<file path="src/rtl/ahb_pkg.sv">
// Shared AHB encodings and response-router state for the data-phase return path.
package ahb_pkg;

  localparam logic [1:0] HRESP_OKAY  = 2'b00;
  localparam logic [1:0] HRESP_ERROR = 2'b01;

  typedef enum logic [2:0] {
    ST_IDLE,
    ST_PASS,
    ST_DERR1,
    ST_DERR2,
    ST_TERR1,
    ST_TERR2
  } rsp_state_e;

  // NONSEQ/SEQ start a data phase; IDLE/BUSY do not.
  function automatic logic is_xfer(input logic [1:0] htrans);
    return (htrans == 2'b10) || (htrans == 2'b11);
  endfunction

  // 2'b11 is an arbiter fault; M0 owns it.
  function automatic logic [1:0] norm_owner(input logic [1:0] sel);
    return (sel == 2'b11) ? 2'b01 : sel;
  endfunction

endpackage

</file>
<file path="src/rtl/ahb_default_slave.sv">
// Two-cycle AHB ERROR generator: HREADY low with ERROR, then HREADY high with ERROR.
module ahb_default_slave
  import ahb_pkg::*;
(
  input  logic       err_first,
  input  logic       err_last,
  output logic       hready,
  output logic [1:0] hresp
);

  assign hready = !err_first;
  assign hresp  = (err_first || err_last) ? HRESP_ERROR : HRESP_OKAY;

endmodule

</file>
<file path="src/rtl/ahb_resp_router.sv">
// Routes the slave data-phase response to the owning master and drives global HREADY.
// Optional wait-state timeout with sticky irq when AHB_RESP_TIMEOUT_EN is defined.
module ahb_resp_router
  import ahb_pkg::*;
#(
  parameter int DW          = 32,
  parameter int TIMEOUT_CYC = 255,
  parameter int CNT_W       = 8
) (
  input  logic          HCLK,
  input  logic          HRESETn,
  input  logic [1:0]    hmsel,
  input  logic [1:0]    HTRANSM,
  input  logic          HSELSLV,
  input  logic [DW-1:0] HRDATAS,
  input  logic          HREADYOUTS,
  input  logic [1:0]    HRESPS,
  output logic          HREADYM,
  output logic [DW-1:0] HRDATAM0,
  output logic [DW-1:0] HRDATAM1,
  output logic          HREADYM0,
  output logic          HREADYM1,
  output logic [1:0]    HRESPM0,
  output logic [1:0]    HRESPM1,
  output logic [1:0]    dp_owner,
  output logic          timeout_irq,
  input  logic          timeout_clr
);

  rsp_state_e    state_q, state_d;
  logic [1:0]    own_q, own_d;
  logic          accept;
  logic          to_hit;
  logic          rdy;
  logic [1:0]    resp;
  logic [DW-1:0] data;
  logic          dflt_rdy;
  logic [1:0]    dflt_resp;

`ifdef AHB_RESP_TIMEOUT_EN
  logic [CNT_W-1:0] cnt_q, cnt_d;
  logic             irq_q, irq_d;

  // The timeout fires on the TIMEOUT_CYC-th wait, so the count reads TIMEOUT_CYC on entry to TERR1.
  assign to_hit = (state_q == ST_PASS) && !HREADYOUTS && (cnt_q == CNT_W'(TIMEOUT_CYC - 1));

  always_comb begin
    cnt_d = '0;
    if (state_q == ST_PASS && !HREADYOUTS) cnt_d = cnt_q + 1'b1;
    irq_d = to_hit || (irq_q && !timeout_clr);
  end

  always_ff @(posedge HCLK or negedge HRESETn) begin
    if (!HRESETn) begin
      cnt_q <= '0;
      irq_q <= 1'b0;
    end else begin
      cnt_q <= cnt_d;
      irq_q <= irq_d;
    end
  end

  assign timeout_irq = irq_q;
`else
  logic unused_cfg;
  assign to_hit      = 1'b0;
  assign timeout_irq = 1'b0;
  assign unused_cfg  = timeout_clr ^ (TIMEOUT_CYC >= (1 << CNT_W));
`endif

  assign accept = rdy;
  assign own_d  = accept ? norm_owner(hmsel) : own_q;

  always_ff @(posedge HCLK or negedge HRESETn) begin
    if (!HRESETn) begin
      state_q <= ST_IDLE;
      own_q   <= 2'b00;
    end else begin
      state_q <= state_d;
      own_q   <= own_d;
    end
  end

  always_comb begin
    state_d = state_q;
    if (accept) begin
      if (!is_xfer(HTRANSM)) state_d = ST_IDLE;
      else if (HSELSLV)      state_d = ST_PASS;
      else                   state_d = ST_DERR1;
    end else begin
      case (state_q)
        ST_PASS:  if (to_hit) state_d = ST_TERR1;
        ST_DERR1: state_d = ST_DERR2;
        ST_TERR1: state_d = ST_TERR2;
        default:  state_d = state_q;
      endcase
    end
  end

  ahb_default_slave u_dflt (
    .err_first (state_q == ST_DERR1 || state_q == ST_TERR1),
    .err_last  (state_q == ST_DERR2 || state_q == ST_TERR2),
    .hready    (dflt_rdy),
    .hresp     (dflt_resp)
  );

  always_comb begin
    rdy  = 1'b1;
    resp = HRESP_OKAY;
    data = '0;
    case (state_q)
      ST_PASS: begin
        rdy  = HREADYOUTS;
        resp = HRESPS;
        data = HRDATAS;
      end
      ST_DERR1, ST_DERR2, ST_TERR1, ST_TERR2: begin
        rdy  = dflt_rdy;
        resp = dflt_resp;
      end
      default: ;
    endcase
  end

  // Both masters see global HREADY; only the owner sees response and data.
  assign HREADYM  = rdy;
  assign HREADYM0 = rdy;
  assign HREADYM1 = rdy;
  assign HRESPM0  = own_q[0] ? resp : HRESP_OKAY;
  assign HRESPM1  = own_q[1] ? resp : HRESP_OKAY;
  assign HRDATAM0 = own_q[0] ? data : '0;
  assign HRDATAM1 = own_q[1] ? data : '0;
  assign dp_owner = own_q;

endmodule

</file>
<file path="config.mk">
export PLATFORM = sky130hd
export DESIGN_NAME = ahb_resp_router
export DESIGN_NICKNAME = d
export VERILOG_FILES = /design/src/rtl/ahb_pkg.sv /design/src/rtl/ahb_default_slave.sv /design/src/rtl/ahb_resp_router.sv
export SDC_FILE = /design/constraint.sdc
export NUM_CORES = 1
export LEC_CHECK = 0
export BUFFER_PORTS_ARGS = -buffer_cell sky130_fd_sc_hd__buf_2
export CAP_MARGIN = 20
export CELL_PAD_IN_SITES_DETAIL_PLACEMENT = 0
export CELL_PAD_IN_SITES_GLOBAL_PLACEMENT = 1
export CORE_MARGIN = 3
export CORE_UTILIZATION = 18
export CTS_CLUSTER_SIZE = 20
export DETAILED_ROUTE_END_ITERATION = 12
export PLACE_DENSITY = 0.79
export SYNTH_ARGS = -nofsm -noshare
export SYNTH_HDL_FRONTEND = slang
export SYNTH_SLANG_ARGS = --single-unit
</file>
<file path="constraint.sdc">
create_clock -name HCLK -period 1.9 [get_ports HCLK]
set_input_delay 0.19 -clock HCLK [delete_from_list [all_inputs] [get_ports HCLK]]
set_output_delay 0.19 -clock HCLK [all_outputs]
set_load 0.02 [all_outputs]
</file>
==> out/qor.txt <==
Die Footprint - 5660 sq um
CP Launch Type - flip-flop
# setup viols final - 0
worst hold path endpoint - state_q[0]
worst skew pair latency - 0.22 ns
HP Start - HTRANSM[1]
hold slack - 0.193 ns
vias after detailed routing - 1,161
Period minus WS final - 1.85 ns
Slew Viols, Final - 0
post-synth top area cell - and2_1
All-Layer GR Usage - 9.31%
synthesized area - 862 sq um
RSZ-0062 raised after global routing - true
GP Congestion - 0.756
Worst Path Required - 1.71 ns
Num CTS Buffers - 3
final setup TNS - 0 ns
synthesized instance count - 118
crit end category - output port
Die Y - 75.2 um
count leader, synth - and2_1
largest cells by area after synthesis - and2_1 (49%), dfrtp_1 (15%), nor4b_4 (5.5%)
largest family of logic cells by synthesized area - simple AND/OR/NAND/NOR gates
Worst EP arrival - 1.66 ns
leakage power - 0.950 nW
global route total overflow - 0
largest net degree at the start of global routing - 19
Horiz. Die Dim - 75.2 um
share of layout cells above drive strength 1 - 54.8%
H-tree Lvls - 1
FF-to-FF Start - state_q[2]
Post-synth EDFFs - 0
count of unique library cells instantiated by Yosys - 25
r2r endpoint - dp_owner[0]
Final nets - 274
DRC viols - 0
dpl cells - 277
vias in the first global route - 908
worst hold path stage count - 2
Synth Area in Adders - 0%
Wirelength per Cell - 10.9 um
Yosys top cell area share - 49.3%
worst-path maximum fanout - 10
Detailed Place HPWL - 2510 um
syn nets - 161
Hold Path Class - input pin to flip-flop
worst setup margin - 0.0489 ns
CORE AREA - 4470 sq um
fin cells - 282
first-pass GRT wire length - 4150 um
Synth Flop Type - dfrtp_1
P&R area growth vs syn - 78.8%
Starting Density - 19.3%
average size of a mapped cell - 7.31 sq um
PwrDens - 936 nW/um^2
worst-case clock buffer depth - 2
final hold violations - 0
Synth Area in XOR/XNOR - 1.02%
Rows - 24
flops & latches, synth - 5
Clock transition at path regs - 0.04 ns
final core utilization - 34.5%
worst setup path category - flip-flop to output port
Seq/Total Area, Yosys - 14.5%
fmax - 0.540 GHz
worst vdd ir - 0.000402 V
Inserted Diodes - 0
drt via density - 4.12
Compound-Gate Fraction of Synth Area - 11.8%
Detail Route Antenna Nets - 0
total setup buffers inserted after CTS - 0
multiplexer area fraction after synthesis - 1.16%
port bufs - 113
IO Count - 117
Synth async-reset ratio - 100%
wirelength, routed - 3070 um
CTS tree - yes
status - complete, no violations
Initial DRC Count - 45
Post-Place Setup Slack - 0.248 ns
clk_skew - 0.00189 ns
DR pass1 iterations - 4
worst reg2reg setup slack - 0.44 ns
Final period util - 97.4%
antenna violations before repair - 0
max_cap viols - 0
Yosys warnings - 0
CTS Root Cell - clkbuf_8
Synth Area in Simple Gates - 62.4%
FF-to-FF path depth - 4
Clock Sinks - 5
synth cell count leaders - and2_1 (68), clkbuf_2 (7), dfrtp_1 (5), a21oi_1 (4)
-- routing by layer --
metal  track usage (%)  share of wire [%]  wire (um)
met5                 0                  0          0
met4              2.91               0.39         12
met3              1.47                8.9        273
met2              16.2                 50       1540
met1              11.7                 41       1250
-- cell usage in the layout, fill, tap and decap left out, drive strengths merged --
cell / n
a211o: 2
a211oi: 2
a21boi: 1
a21oi: 4
a221o: 1
a221oi: 1
and2: 68
buf: 119
clkbuf: 4
conb: 1
dfrtp: 5
dlygate4sd3: 1
inv: 2
mux2i: 1
nand2b: 3
nand3b: 1
nor2: 3
nor2b: 2
nor4: 1
nor4b: 2
o21ai: 3
o31ai: 1
or3b: 1
xnor2: 1
-- worst max-delay path by stage --
stage	to	startpoint	slack, ns	cells after the start
after floorplan	HREADYM0	state_q[2]	0.25	6
after global placement	HRDATAM1[7]	state_q[0]	0.26	5
after detailed placement	HRDATAM1[29]	state_q[0]	0.25	5
after CTS	HRDATAM1[29]	state_q[0]	0.01	5
after global routing	HREADYM1	state_q[2]	-0.01	4
final	HREADYM1	state_q[2]	0.05	4
-- critical path, cell delays in order (launching register included) --
cell	delay, ns
dfrtp_1	0.51
buf_4	0.23
nor4_1	0.38
nor2_1	0.13
buf_2	0.18
-- cell families (layout without fill, tap and decap cells) --
logic type                after synthesis  count (layout)
xor gates and xnor gates                1               1
buffers and inverters                  14             126
and+or+nand+nor                        81              81
DFF                                     5               5
AOI/OAI and AO/OA                      15              15
muxes                                   1               1
other                                   1               1
-- per-stage QoR --
stage                     instance area [sq um]  power (mW)
final                                      1540        1.44
after global routing                       1540        1.56
after CTS                                  1530        1.45
after detailed placement                   1470        1.25
after global placement                     1470        1.25
after floorplan                             862       0.900
-- cell type report --
type,count,area [sq um]
fill,456,2930
multi-input combinational,99,662
timing repair buffer,120,636
sequential,5,126
tap,52,65.1
clock buffer,4,45.0
inverter,2,7.51
-- what timing repair did --
| action | CTS | global route |
|---|---|---|
| endpoints found under the hold margin | 5 | 0 |
| hold buffers | 1 | 0 |
| gates resized for setup | 0 | 6 |
| endpoints found under the setup margin | 0 | 69 |
-- report_power, final --
group	switching (mW)	internal, mW	total (mW)
sequential	0.0564	0.139	0.195
combinational	0.624	0.427	1.05
clock	0.0528	0.144	0.197
-- sequential cells by signal (all words and copies together) (netlist names) --
signal	cells
dp_owner	2
state_q	3
Note: power is estimated with default switching activity, not from simulation.
